File: src/rtl/period_meter_pkg.sv
// Shared types and defaults for the period meter.
package period_meter_pkg;

  localparam int DEFAULT_WIDTH = 16;

  typedef enum logic [1:0] {
    IDLE,
    MEASURE,
    TIMEOUT
  } state_t;

endpackage

File: src/rtl/sync_edge.sv
// Two-flop synchronizer for an asynchronous input plus a rising-edge detector.
module sync_edge (
  input  logic clk,
  input  logic rst,
  input  logic d,
  output logic level,
  output logic rise
);

  logic meta_reg;
  logic sync_reg;
  logic prev_reg;

  always_ff @(posedge clk) begin
    if (rst) begin
      meta_reg <= 1'b0;
      sync_reg <= 1'b0;
      prev_reg <= 1'b0;
    end else begin
      meta_reg <= d;
      sync_reg <= meta_reg;
      prev_reg <= sync_reg;
    end
  end

  assign level = sync_reg;
  assign rise  = sync_reg & ~prev_reg;

endmodule

File: src/rtl/period_meter.sv
// Measures the rising-to-rising period of sig_in in clk cycles, with saturation timeout.
// Optional high-time measurement is enabled by defining PERIOD_METER_HIGHTIME_EN.
module period_meter
  import period_meter_pkg::*;
#(
  parameter int WIDTH = DEFAULT_WIDTH
) (
  input  logic             clk,
  input  logic             rst,
  input  logic             sig_in,
  output logic [WIDTH-1:0] period,
  output logic             period_valid,
  output logic             locked,
`ifdef PERIOD_METER_HIGHTIME_EN
  output logic [WIDTH-1:0] high_time,
`endif
  output logic             timeout
);

  localparam logic [WIDTH-1:0] CNT_MAX = '1;
  localparam logic [WIDTH-1:0] CNT_ONE = WIDTH'(1);

  logic level;
  logic rise;

  sync_edge u_sync_edge (
    .clk   (clk),
    .rst   (rst),
    .d     (sig_in),
    .level (level),
    .rise  (rise)
  );

  state_t           state_reg, state_next;
  logic [WIDTH-1:0] cnt_reg, cnt_next;
  logic [WIDTH-1:0] period_reg, period_next;
  logic             valid_reg, valid_next;
  logic             locked_reg, locked_next;

  always_ff @(posedge clk) begin
    if (rst) begin
      state_reg  <= IDLE;
      cnt_reg    <= '0;
      period_reg <= '0;
      valid_reg  <= 1'b0;
      locked_reg <= 1'b0;
    end else begin
      state_reg  <= state_next;
      cnt_reg    <= cnt_next;
      period_reg <= period_next;
      valid_reg  <= valid_next;
      locked_reg <= locked_next;
    end
  end

  always_comb begin
    state_next  = state_reg;
    cnt_next    = cnt_reg;
    period_next = period_reg;
    valid_next  = 1'b0;
    locked_next = locked_reg;
    case (state_reg)
      IDLE: begin
        if (rise) begin
          state_next = MEASURE;
          cnt_next   = CNT_ONE;
        end
      end
      MEASURE: begin
        // A rise on the saturation cycle still counts as a valid measurement.
        if (rise) begin
          period_next = cnt_reg;
          valid_next  = 1'b1;
          locked_next = 1'b1;
          cnt_next    = CNT_ONE;
        end else if (cnt_reg == CNT_MAX) begin
          state_next  = TIMEOUT;
          locked_next = 1'b0;
        end else begin
          cnt_next = cnt_reg + CNT_ONE;
        end
      end
      TIMEOUT: begin
        if (rise) begin
          state_next = MEASURE;
          cnt_next   = CNT_ONE;
        end
      end
      default: state_next = IDLE;
    endcase
  end

  assign period       = period_reg;
  assign period_valid = valid_reg;
  assign locked       = locked_reg;
  assign timeout      = (state_reg == TIMEOUT);

`ifdef PERIOD_METER_HIGHTIME_EN
  logic [WIDTH-1:0] ht_cnt_reg, ht_cnt_next;
  logic [WIDTH-1:0] high_time_reg, high_time_next;

  always_ff @(posedge clk) begin
    if (rst) begin
      ht_cnt_reg    <= '0;
      high_time_reg <= '0;
    end else begin
      ht_cnt_reg    <= ht_cnt_next;
      high_time_reg <= high_time_next;
    end
  end

  // The rise cycle itself has level=1, so a restart begins at one.
  always_comb begin
    ht_cnt_next    = ht_cnt_reg;
    high_time_next = high_time_reg;
    if (rise) begin
      ht_cnt_next = CNT_ONE;
      if (state_reg == MEASURE) high_time_next = ht_cnt_reg;
    end else if (state_reg == MEASURE && level && ht_cnt_reg != CNT_MAX) begin
      ht_cnt_next = ht_cnt_reg + CNT_ONE;
    end
  end

  assign high_time = high_time_reg;
`else
  logic level_unused;
  assign level_unused = level;
`endif

endmodule

File: config.mk
export PLATFORM = sky130hd
export DESIGN_NAME = period_meter
export DESIGN_NICKNAME = d
export VERILOG_FILES = /design/src/rtl/period_meter_pkg.sv /design/src/rtl/sync_edge.sv /design/src/rtl/period_meter.sv
export SDC_FILE = /design/constraint.sdc
export NUM_CORES = 1
export LEC_CHECK = 0
export CORE_MARGIN = 8
export CORE_UTILIZATION = 35
export CTS_CLUSTER_DIAMETER = 50
export DETAILED_ROUTE_END_ITERATION = 10
export HOLD_SLACK_MARGIN = 0.05
export SETUP_SLACK_MARGIN = 0.05
export SYNTH_ARGS = -nofsm -noshare
export SYNTH_HDL_FRONTEND = slang
export SYNTH_SLANG_ARGS = --single-unit
File: constraint.sdc
create_clock -name clk -period 4.1 [get_ports clk]
set_clock_uncertainty 0.15 [all_clocks]
set_input_delay 0.41 -clock clk [delete_from_list [all_inputs] [get_ports clk]]
set_output_delay 0.41 -clock clk [all_outputs]
set_load 0.05 [all_outputs]
==> impl_results.md, run 1 <==
* CP peak stage delay at 910 ps
* Post-route ant nets at 0
* Fin util at approximately 42%
* FP Rows at 25
* Largest net degree at the start of global routing at 29
* Post_cts resized at 0
* Critical path class: primary input to register
* Synth area leaders: dfxtp_1 (47%), nand2_1 (10%), a21oi_1 (7.2%), o21ai_1 (3.6%), nor2_1 (3.2%)
* Critical Path Sink: cnt_reg[15]
* Cell count after placement at 272
* Gr usage total at 10.9%
* # IOs at 22
* Final worst-path cycle share at 59.2%
* CTS tree: yes
* Post-CTS Repair Setup Buffers at 0
* DRT Pass-1 Iters at 4
* Htree depth at 2
* TNS Setup at 0 ps
* Post-place setup slack at 1330 ps
* Slew Viols, Final at 0
* Flop2flop setup slack at 1720 ps
* CP arrival at ~2500 ps
* Die Width at 85.0 microns
* Max clock buf depth at 2
* Area growth from synthesis to layout at 17.9%
* Hold Crit Class: register to register
* Net count after synthesis at ~210
* Ant. Diodes at 0
* DRC at 0
* PwrDens at 331 nW/um^2
* CTS Buf Count at 5
* Layout cells sized above 1 at 4.02%
* Startpoint types: primary input
* Clock latency on the worst-skew pair at 290 ps
* Crit. End Element: register
* Synth Warn # at 0
* Peak supply drop at about 0.22 mV
* Initial Util at 35.8%
* Hold Violations, Final at 0
* Async S/R FF share, synth at 0%
* Core area at 4660 sq um
* Finish-stage setup viols at 0
* Non-filler cells, final at 278
* Final WL at 3690 microns
* IO Port Bufs at 21
* Final min period at 2430 ps
* Routed vias at 1,452
* First-pass GRT wire length at 6320 microns
* GRT overflow at 0
* RSZ-0062 raised after global routing: no
* Crit path cell chain: clkdlybuf4s50_1, nand2b_1, nor3_2, nand3_1, o31ai_1
* Mapped cell area at 1670 sq um
* Reg-to-Reg End: cnt_reg[11]
* CP max-delay cell: clkdlybuf4s50_1
* Cell count after synthesis at 209
* Slew HR at 24.0%
* Status: finished clean
* Fin area at 1970 sq um
* Nets at 229
* Synth cell types at 33
* Number of global-route vias before repair at 1,348
* Worst Reg2Reg Path Length in Cells at 6
* Hold-fix buffers at CTS at 0
* Vias per inst at 5.22
* Hold path startpoint: u_sync_edge.meta_reg
* Worst-path clk slew at 70 ps
* Max cap viols at 0
* Top_reg_cell synth: dfxtp_1
* Fmax at 412 MHz
* CP startpoint: rst
* Setup WS post-layout at around 1700 ps
* Post-synth top area share at 46.8%
* Post-DP HPWL at 2510 microns
* Routability Congestion at around 0.81
* Placed cell area at 1890 sq um
* Seq/Total Area, Yosys at 46.8%
* Per-cell routed wire length at approximately 13 microns
* Die Y at 85.0 microns
* Initial antenna violation count at 0
* Critical path fanouts, max at 28
* Pwr Total at 0.650 mW
* Lkg Pwr at 0.644 nW
* DRT iter0 DRCs at 141
* Worst Max-Slew Pin Slew at 1140 ps
* Die area at 7230 sq um
* Cell taking the most area after synthesis: dfxtp_1
* CP Data Required Time at 4160 ps
* EDFF count, synth at 0
* Synth Register Bits at 39
* Clk sinks at 39
* Hold WS at 288 ps
* RR Startpoint: cnt_reg[0]
* Clock root cell: clkbuf_8
* Average instance area after synthesis at ~8 sq um
==> power by group <==
group          switching [mW]  internal, mW
Clock                   0.125         0.113
Combinational          0.0182       0.00879
Sequential            0.00381         0.381
==> cell usage after synthesis (3+ instances only) <==
library cell / number
a31oi_1: 5
nor3_1: 3
nor2_1: 14
nor2b_1: 8
o31ai_1: 5
nand3_1: 6
nand4_1: 6
nand2b_1: 4
dfxtp_1: 39
o21ai_1: 12
a21oi_1: 24
clkbuf_1: 9
o21ai_0: 9
nand2_1: 45
==> per-layer routing <==
metal / GRT usage, % / share of wire [%] / up-vias
li1: - / - / 764
met1: 13.3 / 51 / 649
met2: 16.0 / 41 / 33
met3: 4.92 / 6.5 / 6
met4: 4.85 / 2.0 / 0
met5: 0 / 0 / -
==> worst max-delay path, delay by kind of cell <==
| family | cells | cell delay, ps |
|---|---|---|
| buf+inv | 1 | 910 |
| simple gates | 3 | 950 |
| compound gates | 1 | 210 |
==> layout make-up <==
class,instances,area (sq um)
Clock buffer,6,72.6
Fill cell,481,2700
Inverter,1,3.75
Multi-Input combinational cell,157,831
Sequential cell,39,781
Tap cell,54,67.6
Timing Repair Buffer,21,210
==> kinds of logic after synthesis <==
family | count (synthesis) | share of synthesized area [%]
fa+ha+maj | 1 | 0.751
compound gates | 62 | 21.5
flops | 39 | 46.8
simple gates | 94 | 27.6
buf+inv | 13 | 3.30
==> worst min path at each step <==
stage                              endpoint  cells past startpoint
after floorplan           u_sync_edge.level                      1
after global placement    u_sync_edge.level                      1
final                     u_sync_edge.level                      1
after detailed placement  u_sync_edge.level                      1
after global routing      u_sync_edge.level                      1
after CTS                 u_sync_edge.level                      1
==> placed cells by master (no fill, tap or decap), drive strengths merged, types with 4 or more instances in the layout <==
master,n
nand3,6
dfxtp,39
a31oi,5
o31ai,5
a21oi,24
nand2b,4
nand4,7
nor2b,8
clkbuf,6
nor2,14
nor3,4
clkdlybuf4s50,21
nand2,45
o21ai,21
(Power assumes the default switching activity.)
==> run 2, diff against run 1 <==
clock period = 2.2 ns   (was 4.1 ns; I/O delays follow)
==> impl_results.md, run 2 (synthesis gave the netlist of run 1 again) <==
* Status: finished clean
* Initial Util at between 30% and 40%
* Slew Viols, Final at 0
* Final min period at 1990 ps
* DRC at 0
* Reg-to-Reg End: cnt_reg[10]
* Ant. Diodes at 0
* GRT overflow at 0
* Gr usage total at 11.1%
* IO Port Bufs at 21
* CP Data Required Time at 2230 ps
* Finish-stage setup viols at 0
* Flop2flop setup slack at around 210 ps
* Layout cells sized above 1 at 11.3%
* Hold Path Stages at 1
* Largest net degree at the start of global routing at 18
* FP Rows at 25
* RSZ-0062 raised after global routing: no
* Lkg Pwr at 0.752 nW
* Fillers at 482
* CP startpoint: cnt_reg[1]
* Hold-fix buffers at CTS at 0
* Final worst-path cycle share at 90.5%
* Initial antenna violation count at 0
* Crit. End Element: register
* Peak supply drop at 0.363 mV
* Critical path class: register to register
* Worst Reg2Reg Path Length in Cells at 6
* Post-route ant nets at 0
* RR Startpoint: cnt_reg[1]
* CTS Buf Count at 5
* Clk sinks at 39
* CP arrival at 2020 ps
* Clock root cell: clkbuf_8
* Core area at 4660 sq um
* Hold Violations, Final at 0
* Critical path fanouts, max at 7
* Vias per inst at ~5.2
* Hold path startpoint: u_sync_edge.meta_reg
* Routed vias at 1,534
* Die Y at 85.0 microns
* Htree depth at 2
* Fmax at 502 MHz
* Startpoint types: register
* First-pass GRT wire length at 6490 microns
* Most common cell after layout, fill and taps aside: nand2_1
* Number of global-route vias before repair at 1,424
* Setup WS post-layout at roughly 210 ps
* Hold Crit Class: register to register
* Post-CTS Repair Setup Buffers at 0
* Slew HR at 58.6%
* TNS Setup at 0 ps
* Area growth from synthesis to layout at 27.7%
* Most frequent cells in the layout: nand2_1 (45), dfxtp_1 (39), a21oi_1 (24)
* Post_cts resized at 0
* Per-cell routed wire length at 13.4 microns
* Hold endpoint: u_sync_edge.level
* Post-place setup slack at roughly 130 ps
* DRT Pass-1 Iters at 4
* Worst-path clk slew at 80 ps
* Die Width at 85.0 microns
* Final WL at ~3900 microns
* DRT iter0 DRCs at 82
* Max cap viols at 0
* Max clock buf depth at 2
* Post-DP HPWL at 2820 microns
* Die area at between 7000 and 8000 sq um
* # IOs at 22
* Worst Max-Slew Pin Slew at 619 ps
* Routability Congestion at 0.888
* CTS tree: yes
* Clock latency on the worst-skew pair at 290 ps
* Nets at 243
* Fin util at 45.7%
* PwrDens at 618 nW/um^2
run 2: cell count changes in the layout (fill, tap and decap cells not counted):
cell | previous run | this run
clkbuf_1 | 1 | 0
clkdlybuf4s50_1 | 21 | 20
nor3_4 | 0 | 1
nand3_1 | 6 | 5
nor3_2 | 1 | 0
o2bb2ai_2 | 1 | 0
clkinvlp_4 | 0 | 1
dlymetal6s2s_1 | 0 | 1
nand3_2 | 0 | 1
o2bb2ai_4 | 0 | 1
clkbuf_8 | 5 | 7
buf_4 | 0 | 14
run 2: worst max path at each step:
| stage | endpoint |
|---|---|
| final | cnt_reg[10] |
| after global placement | cnt_reg[15] |
| after CTS | timeout |
| after floorplan | cnt_reg[10] |
| after detailed placement | cnt_reg[12] |
| after global routing | cnt_reg[10] |
run 2: cell type report:
cell class	count	area, sq um	area share (%)
flip-flops and latches	39	781	36.7
clock inverters	1	7.51	0.353
well taps	54	67.6	3.17
clock buffers	7	96.3	4.53
repair buffers	35	318	14.9
multi-input cells	157	855	40.2
inverters	1	3.75	0.176
run 2: worst max-delay path: stages (launching register included):
cell and delay (ps):
dfxtp_1 420, ha_1 250, nand3_2 150, or4_1 560
nor2b_1 150, o21ai_1 130, o31ai_1 80
run 2: routing by layer:
layer,GRT usage (%),vias to the layer above,routed length (microns)
met5,0,-,0
met4,5.83,0,76
met3,3.57,8,190
met2,16.5,38,1670
met1,14.0,687,2000
li1,-,801,-
run 2: report_power, final:
part | internal, mW | total, mW | switching [mW]
clock network | 0.285 | 0.536 | 0.251
registers | 0.710 | 0.714 | 0.00373
logic | 0.0235 | 0.0652 | 0.0417
total | 1.02 | 1.32 | 0.296
run 2: per-stage QoR:
| stage | instances | area [sq um] | power, mW | hold slack [ps] |
|---|---|---|---|---|
| floorplan | 209 | 1670 | 0.773 | 198 |
| global placement | 286 | 2000 | 0.792 | 266 |
| detailed placement | 286 | 2000 | 0.792 | 280 |
| CTS | 294 | 2100 | 1.33 | 298 |
| global route | 294 | 2130 | 1.37 | 311 |
| finish | 294 | 2130 | 1.32 | 292 |
==> run 3, diff against run 2 <==
HOLD_SLACK_MARGIN = 0.02   (was 0.05)
==> results of run 3 <==
Final layout, timing and power as in run 2 (identical DEF).
